--- src/rtl/opr_sequencer.sv ---
// opr_sequencer: self-timed microsequencer for PDP-8 operate instructions (groups 1, 2 and 3).
module opr_sequencer #(
  parameter bit EAE  = 1'b1,
  parameter bit ROT2 = 1'b1
) (
  input  logic       clk,
  input  logic       rst_n,
  input  logic       start,
  input  logic [8:0] ir,
  input  logic       doSkip,
  output logic       rot2ac,
  output logic       cla,
  output logic       mq2orbus,
  output logic       mq_tmpOE,
  output logic       sc2orbus,
  output logic       mq_tmpLatch,
  output logic       ac_ck,
  output logic       link_ck,
  output logic       mq_ck,
  output logic       pc_ck,
  output logic       pass2,
  output logic       busy,
  output logic       done
);
  typedef enum logic [3:0] {IDLE, G1A, G1B, G2A, G2B, G3CLA, G3MQL, G3OR, DONE} state_t;
  state_t state, next;
  // ir[8] and ir[0] only steer the group choice at accept time, so they are not held
  logic [7:1] ir_q;
  logic sca_q, or_q, or_i;
  assign sca_q = EAE & ir_q[5];
  assign or_q  = ir_q[6] | sca_q | ir_q[4];
  assign or_i  = ir[6] | (EAE & ir[5]) | ir[4];
  always_comb begin
    next = IDLE;
    case (state)
      IDLE:    next = !start ? IDLE : !ir[8] ? G1A : !ir[0] ? G2A :
                      ir[7] ? G3CLA : ir[4] ? G3MQL : or_i ? G3OR : DONE;
      G1A:     next = (ROT2 && ir_q[1] && (ir_q[3] || ir_q[2])) ? G1B : DONE;
      G1B:     next = DONE;
      G2A:     next = G2B;
      G2B:     next = DONE;
      G3CLA:   next = ir_q[4] ? G3MQL : or_q ? G3OR : DONE;
      G3MQL:   next = G3OR;
      G3OR:    next = DONE;
      default: next = IDLE;
    endcase
  end
  always_ff @(posedge clk) begin
    if (!rst_n) begin
      state <= IDLE;
      ir_q  <= '0;
    end else begin
      state <= next;
      if (state == IDLE && start) ir_q <= ir[7:1];
    end
  end
  assign rot2ac      = state inside {G1A, G1B, G2A, G2B, G3CLA, G3MQL, G3OR};
  assign cla         = (state == G3CLA) | ((state == G3OR) & ir_q[4]);
  assign mq2orbus    = (state == G3OR) & ir_q[6] & !ir_q[4];
  assign mq_tmpOE    = (state == G3OR) & ir_q[6] & ir_q[4];
  assign sc2orbus    = (state == G3OR) & sca_q;
  assign mq_tmpLatch = state == G3MQL;
  assign mq_ck       = state == G3MQL;
  assign ac_ck       = state inside {G1A, G1B, G2B, G3CLA, G3OR};
  assign link_ck     = state inside {G1A, G1B};
  assign pc_ck       = (state == G2A) & doSkip;
  assign pass2       = state == G1B;
  assign busy        = state != IDLE;
  assign done        = state == DONE;
endmodule
--- config.mk ---
export PLATFORM = sky130hd
export DESIGN_NAME = opr_sequencer
export DESIGN_NICKNAME = d
export VERILOG_FILES = /design/src/rtl/opr_sequencer.sv
export SDC_FILE = /design/constraint.sdc
export NUM_CORES = 1
export LEC_CHECK = 0
export CAP_MARGIN = 40
export CORE_AREA = 2 2 40 42
export DETAILED_ROUTE_END_ITERATION = 10
export DIE_AREA = 0 0 42 44
export DONT_BUFFER_PORTS = 1
export HOLD_SLACK_MARGIN = 0.02
export PLACE_DENSITY = 0.61
export SLEW_MARGIN = 10
export SYNTH_ARGS = -nofsm -noshare
export SYNTH_HDL_FRONTEND = slang
export SYNTH_SLANG_ARGS = --single-unit
export TNS_END_PERCENT = 100
--- constraint.sdc ---
create_clock -name clk -period 1.65 [get_ports clk]
set_input_delay 0.2475 -clock clk [delete_from_list [all_inputs] [get_ports clk]]
set_output_delay 0.2475 -clock clk [all_outputs]
set_load 0.02 [all_outputs]
==> results.ini, run 1 <==
[drt]
wirelength_um = 1290
detail_route.vias_per_cell = 5.70
vias = 581
ant_nets = 0
wl_per_cell_um = 12.7
drtIter0Drc = 13
drc = 0
first_pass_iters = 4

[place]
place.gp.congestion = 0.796
post_dp_cell_area_um2 = 686
dp_hpwl_um = 1020
portBuffers = 0
dp_cells = 99

[power]
power.switching_uw = 196
p_per_area_nw_per_um2 = 839
pwr-share-comb = 0.257
ir_drop_mv = 0.413
p_sw_frac = 0.321
power_frac_clock = 0.263
power.leakage_uw = 0.000282
seqPwrFrac = 0.479
p_int_uw = 415

[synthesis]
ys_ff_latch = 10
ys.warnings.count = 0
syn_area_um2 = 674
synthesis.nets = 97
ys_seq_area_frac = 0.297
synth_cell_type_count = 28
post_synth.cell_area_avg_um2 = 8.03
syn-instance-count = 84

[worst_setup_path]
end_kind = output port
cp-start-kind = flop
cp_slowest_cell = dfxtp_4
cp.required_ns = 1.40
crit_chain = nand2_1 -> nor3b_2 -> and3b_2
reg2reg_depth = 4
crit_path_max_incr_delay_ns = 0.40
crit_cells = 3
crit_type = reg -> out
cp_num_buf_inv = 0
cp.arrival_ns = 1.28
cp_top_family = simple AND/OR/NAND/NOR gates
crit_fanout = 11

[timing]
slew-limit-headroom = 0.735
fin_skew_ns = 0.00142
tightest_slew_ns = 0.398
hold_viol_final = 0
setup-tns-final_ns = 0
fin_crit_sh = 0.924
setup_viol = 0
max_freq_ghz = 0.656
rsz0062_at_grt = no
whs_ns = 0.109
min_period_ns = 1.52
slew_viol_final = 0

[min_path]
worstHoldPathType = in -> reg
min_path_cells = 1

[floorplan]
rows = 14
die_h_um = 44
die_area_um2 = 1850
dieWidth_um = 42
core_region_area_um2 = 1420
io_pins = 26
initial_core_util = 0.475

[final_layout]
drive_gt1_frac = 0.209
layout.nets = 101
fin_area_um2 = 728
syn_to_final_growth_pct = 7.98
diodes = 0
stdcell_count = 102

[cts]
worstSkewPairLatency_ns = 0.26
htree_levels = 1
cts_tree = built
cts_made_buffers = 3
cts_buffer_depth = 2
cts_setup_buffers = 0
clkTransAtPathRegs_ns = 0.06
clockRootBuffer = clkbuf_4
cts_num_sinks = 10

[global_routing]
grt_usage = 0.160
grt_pass1_wl_um = 2130
grt_antenna_before_repair = 0
grt_overflow = 0
grt_pass1_vias = 491
grt_max_degree = 16

[job]
cap_violations = 0

[status]
outcome = finished clean

[stage by stage]
stage	power, uW	utilization	setup WS [ns]
finish	611	0.513	0.126
floorplan	442	-	0.154
CTS	618	0.503	0.0109
detailed placement	452	0.483	0.148
global placement	451	0.483	0.192
global route	655	0.513	0.0324
[area by class of cell]
type | instances | area (um2)
Fill cell | 140 | 691
Multi-Input combinational cell | 68 | 443
Sequential cell | 10 | 205
Timing Repair Buffer | 5 | 37.5
Clock buffer | 3 | 22.5
Tap cell | 16 | 20.0
[cell families after synthesis]
logic type | after synthesis | synth area share
DFF | 10 | 0.297
and+or+nand+nor | 46 | 0.397
AOI/OAI and AO/OA | 14 | 0.115
muxes | 6 | 0.0891
buffers and inverters | 6 | 0.0761
xor gates and xnor gates | 2 | 0.0260
[flip-flops by register name (all words and copies together), names as in the netlist]
name and count:
ir_q 6, state 4
[power by group through the flow]
stage | logic (uW) | registers, uW | clock network, uW
final | 157 | 293 | 161
after global routing | 174 | 298 | 183
after CTS | 155 | 292 | 170
after detailed placement | 155 | 297 | 0
after global placement | 155 | 296 | 0
after floorplan | 163 | 279 | 0
[what timing repair did]
item / 4_1_cts / 5_1_grt
hold buffers: 0 / 0
hold endpoints to repair: 0 / 0
pin swaps: 0 / 0
setup endpoints to repair: 5 / 5
gates resized for setup: 4 / 4
[placed cells by master (no fill, tap or decap), types with 2 or more instances in the layout]
| cell | instances |
|---|---|
| nor2b_1 | 8 |
| dfxtp_1 | 8 |
| nor2_1 | 7 |
| nor3_1 | 6 |
| o21ai_0 | 6 |
| mux2i_1 | 6 |
| buf_4 | 5 |
| nand2b_1 | 4 |
| nand2_1 | 4 |
| a21oi_1 | 4 |
| clkbuf_4 | 3 |
| nor3b_2 | 2 |
| and2_1 | 2 |
| xor2_1 | 2 |
| a31oi_1 | 2 |
| nand3_1 | 2 |
[worst paths after layout]
kind,start,to,slack (ns)
worst max-delay path,state[0],mq2orbus,0.13
worst min-delay path,rst_n,ir_q[3],0.11
worst max register to register,state[3],ir_q[6],0.40
worst min register to register,ir_q[1],ir_q[1],0.52
[routing by layer]
layer	part of all wire	GRT usage	vias to the layer above
li1	-	-	297
met1	0.46	0.194	254
met2	0.43	0.234	25
met3	0.075	0.0417	5
met4	0.031	0.135	0
met5	0	0	-
[synth_stat cells]
cell / count / share of area
a21boi_0: 1 / 0.011
a21oi_1: 4 / 0.030
a31oi_1: 2 / 0.019
and2_1: 2 / 0.019
and3_1: 1 / 0.0093
and3_4: 1 / 0.017
and3b_1: 2 / 0.026
and4_1: 1 / 0.013
buf_2: 2 / 0.015
buf_4: 2 / 0.022
buf_6: 1 / 0.017
buf_8: 1 / 0.022
dfxtp_1: 10 / 0.30
mux2i_1: 6 / 0.089
nand2_1: 4 / 0.022
nand2b_1: 4 / 0.037
nand3_1: 2 / 0.015
nand3b_1: 1 / 0.011
nand4_1: 1 / 0.0093
nor2_1: 8 / 0.045
nor2_4: 1 / 0.017
nor2b_1: 8 / 0.074
nor3_1: 7 / 0.052
nor3b_1: 2 / 0.022
o21ai_0: 6 / 0.045
o31ai_1: 1 / 0.011
or3_1: 1 / 0.0093
xor2_1: 2 / 0.026
Power figures use the tool's default switching activity.
==> run 2, diff against run 1 <==
Settings changed: CAP_MARGIN 40 to 20, SETUP_SLACK_MARGIN set to 0.2.
==> results.ini, run 2 (synthesis results as in run 1) <==
[worst_setup_path]
crit_chain = nand2b_2 -> nor3b_4 -> buf_6
end_kind = output port
cp-start-kind = flop
cp_num_buf_inv = 1  ; +1
timing.rr.start = state[0]
cp_slowest_cell = dfxtp_4
timing.rr.end = ir_q[6]
reg2reg_depth = 6  ; +2
cp_top_family = simple AND/OR/NAND/NOR gates
reg2reg_slack_ns = 0.23  ; -0.17 ns
crit_path_max_incr_delay_ns = 0.36  ; -0.04 ns
crit_type = reg -> out
cp.arrival_ns = 1.22  ; -0.06 ns
cp.required_ns = 1.40  ; about the same
crit_fanout = 5  ; -6

[timing]
min_period_ns = 1.47  ; -0.0548 ns
setup_viol = 0  ; unchanged
fin_skew_ns = 0.00531  ; +0.00390 ns
tightest_slew_ns = 0.376  ; -0.0211 ns
max_freq_ghz = 0.681  ; +3.7%
slew_viol_final = 0  ; unchanged
fin_ws_ns = 0.181  ; +0.0548 ns
rsz0062_at_grt = yes
slew-limit-headroom = 0.748  ; +0.0135
fin_crit_sh = 0.891  ; -0.0332
setup-tns-final_ns = 0  ; unchanged
hold_viol_final = 0  ; unchanged

[final_layout]
largest_reg_flops = 6  ; unchanged
syn_to_final_growth_pct = 41.4
diodes = 0  ; unchanged
reg_top3 = ir_q x6, state x4
final_core_util = 0.672  ; +0.159
layout.nets = 117  ; +16%
largest-register = ir_q
multi_input_area_um2 = 517  ; +17%
fill_cells = 127  ; -9.3%
final_common_cell = buf_4
drive_gt1_frac = 0.466  ; +0.257
layout_common_cells = buf_4, nor2b_1, nor2_1, dfxtp_1
seq_area_um2 = 215  ; +4.9%

[min_path]
hold-path-endpoint = ir_q[1]
min_path_cells = 1  ; unchanged
worstHoldPathType = in -> reg
hold_path.startpoint = rst_n

[place]
place.gp.congestion = 0.845  ; +6.2%
dp_hpwl_um = 1020  ; +0.18%
portBuffers = 0  ; unchanged
post-place-ws_ns = 0.162  ; +0.0132 ns

[drt]
drc = 0  ; unchanged
ant_nets = 0  ; unchanged
detail_route.vias_per_cell = 5.62  ; -1.3%
vias = 669  ; +15%
wl_per_cell_um = 14.8  ; +17%
wirelength_um = 1760  ; +36%
first_pass_iters = 4  ; unchanged
drtIter0Drc = 21  ; +8

[global_routing]
grt_pass1_wl_um = 2540  ; +19%
grt_antenna_before_repair = 0  ; unchanged
grt_max_degree = 13  ; -3
grt_usage = 0.186  ; +0.0263
grt_overflow = 0  ; unchanged
grt_pass1_vias = 615  ; +25%

[floorplan]
io_pins = 26  ; unchanged
dieWidth_um = 42  ; unchanged
rows = 14  ; unchanged
die_h_um = 44  ; unchanged
die_area_um2 = 1850  ; unchanged
core_region_area_um2 = 1420  ; unchanged
initial_core_util = 0.475  ; unchanged

[power]
power.leakage_uw = 0.000410  ; +45%
ir_drop_mv = 0.456  ; +10%
p_per_area_nw_per_um2 = 794  ; -5.3%
finalPower_uw = 757  ; +24%

[cts]
cts_num_sinks = 10  ; unchanged
cts_hold_buf = 0  ; unchanged
htree_levels = 1  ; unchanged
cts_made_buffers = 3  ; unchanged
cts_tree = built
cts_buffer_depth = 2  ; unchanged
clockRootBuffer = clkbuf_4
worstSkewPairLatency_ns = 0.27  ; about the same
clkTransAtPathRegs_ns = 0.07  ; about the same

[job]
cap_violations = 0  ; unchanged

[status]
outcome = finished clean

## run 2: changes by cell type in the layout (fill, tap and decap cells not counted), sizes merged
cell	before	now
and3	2	3
buf	5	20
clkbuf	3	4
## run 2: how the worst max path moves through the flow
stage | from | end | slack [ns] | cells past startpoint
5_1_grt | state[2] | ac_ck | 0.11 | 4
4_1_cts | state[2] | ac_ck | 0.17 | 4
3_3_place_gp | state[0] | mq2orbus | 0.20 | 3
2_1_floorplan | state[1] | mq_tmpLatch | 0.21 | 4
3_5_place_dp | state[0] | mq2orbus | 0.16 | 3
6_report | state[0] | mq_ck | 0.18 | 3
## run 2: final cells by class
| cell class | count | share of cell area |
|---|---|---|
| sequential | 10 | 0.226 |
| timing repair buffer | 20 | 0.173 |
| tap | 16 | 0.0210 |
| clock buffer | 4 | 0.0381 |
| multi-input combinational | 69 | 0.542 |
## run 2: report_power, final
group	switching [uW]	internal (uW)	leakage [uW]	total, uW
combinational	122	121	0.000304	243
clock	89.6	134	0.0000210	224
sequential	29.1	261	0.0000849	290
total	241	516	0.000410	757
## run 2: timing repair
item                                    4_1_cts  5_1_grt
endpoints found under the hold margin         0        0
cloned                                        0        1
resized for setup                            22       17
buffers inserted                              8        7
endpoints found under the setup margin       12       20
pin swaps                                     3        9
## run 2: stage by stage
| step | hold WS [ns] | std cells | area [um2] |
|---|---|---|---|
| after floorplan | 0.376 | 84 | 686 |
| after global placement | 0.379 | 99 | 692 |
| after detailed placement | 0.382 | 99 | 692 |
| after CTS | 0.0914 | 111 | 840 |
| after global routing | 0.0933 | 119 | 953 |
| final | 0.101 | 119 | 953 |
## run 2: routing by layer
metal / global-route usage / up-vias / part of all wire
met3: 0.0500 / 5 / 0.051
met1: 0.203 / 305 / 0.43
li1: - / 337 / -
met4: 0.135 / 0 / 0.019
met5: 0 / - / 0
met2: 0.313 / 22 / 0.50
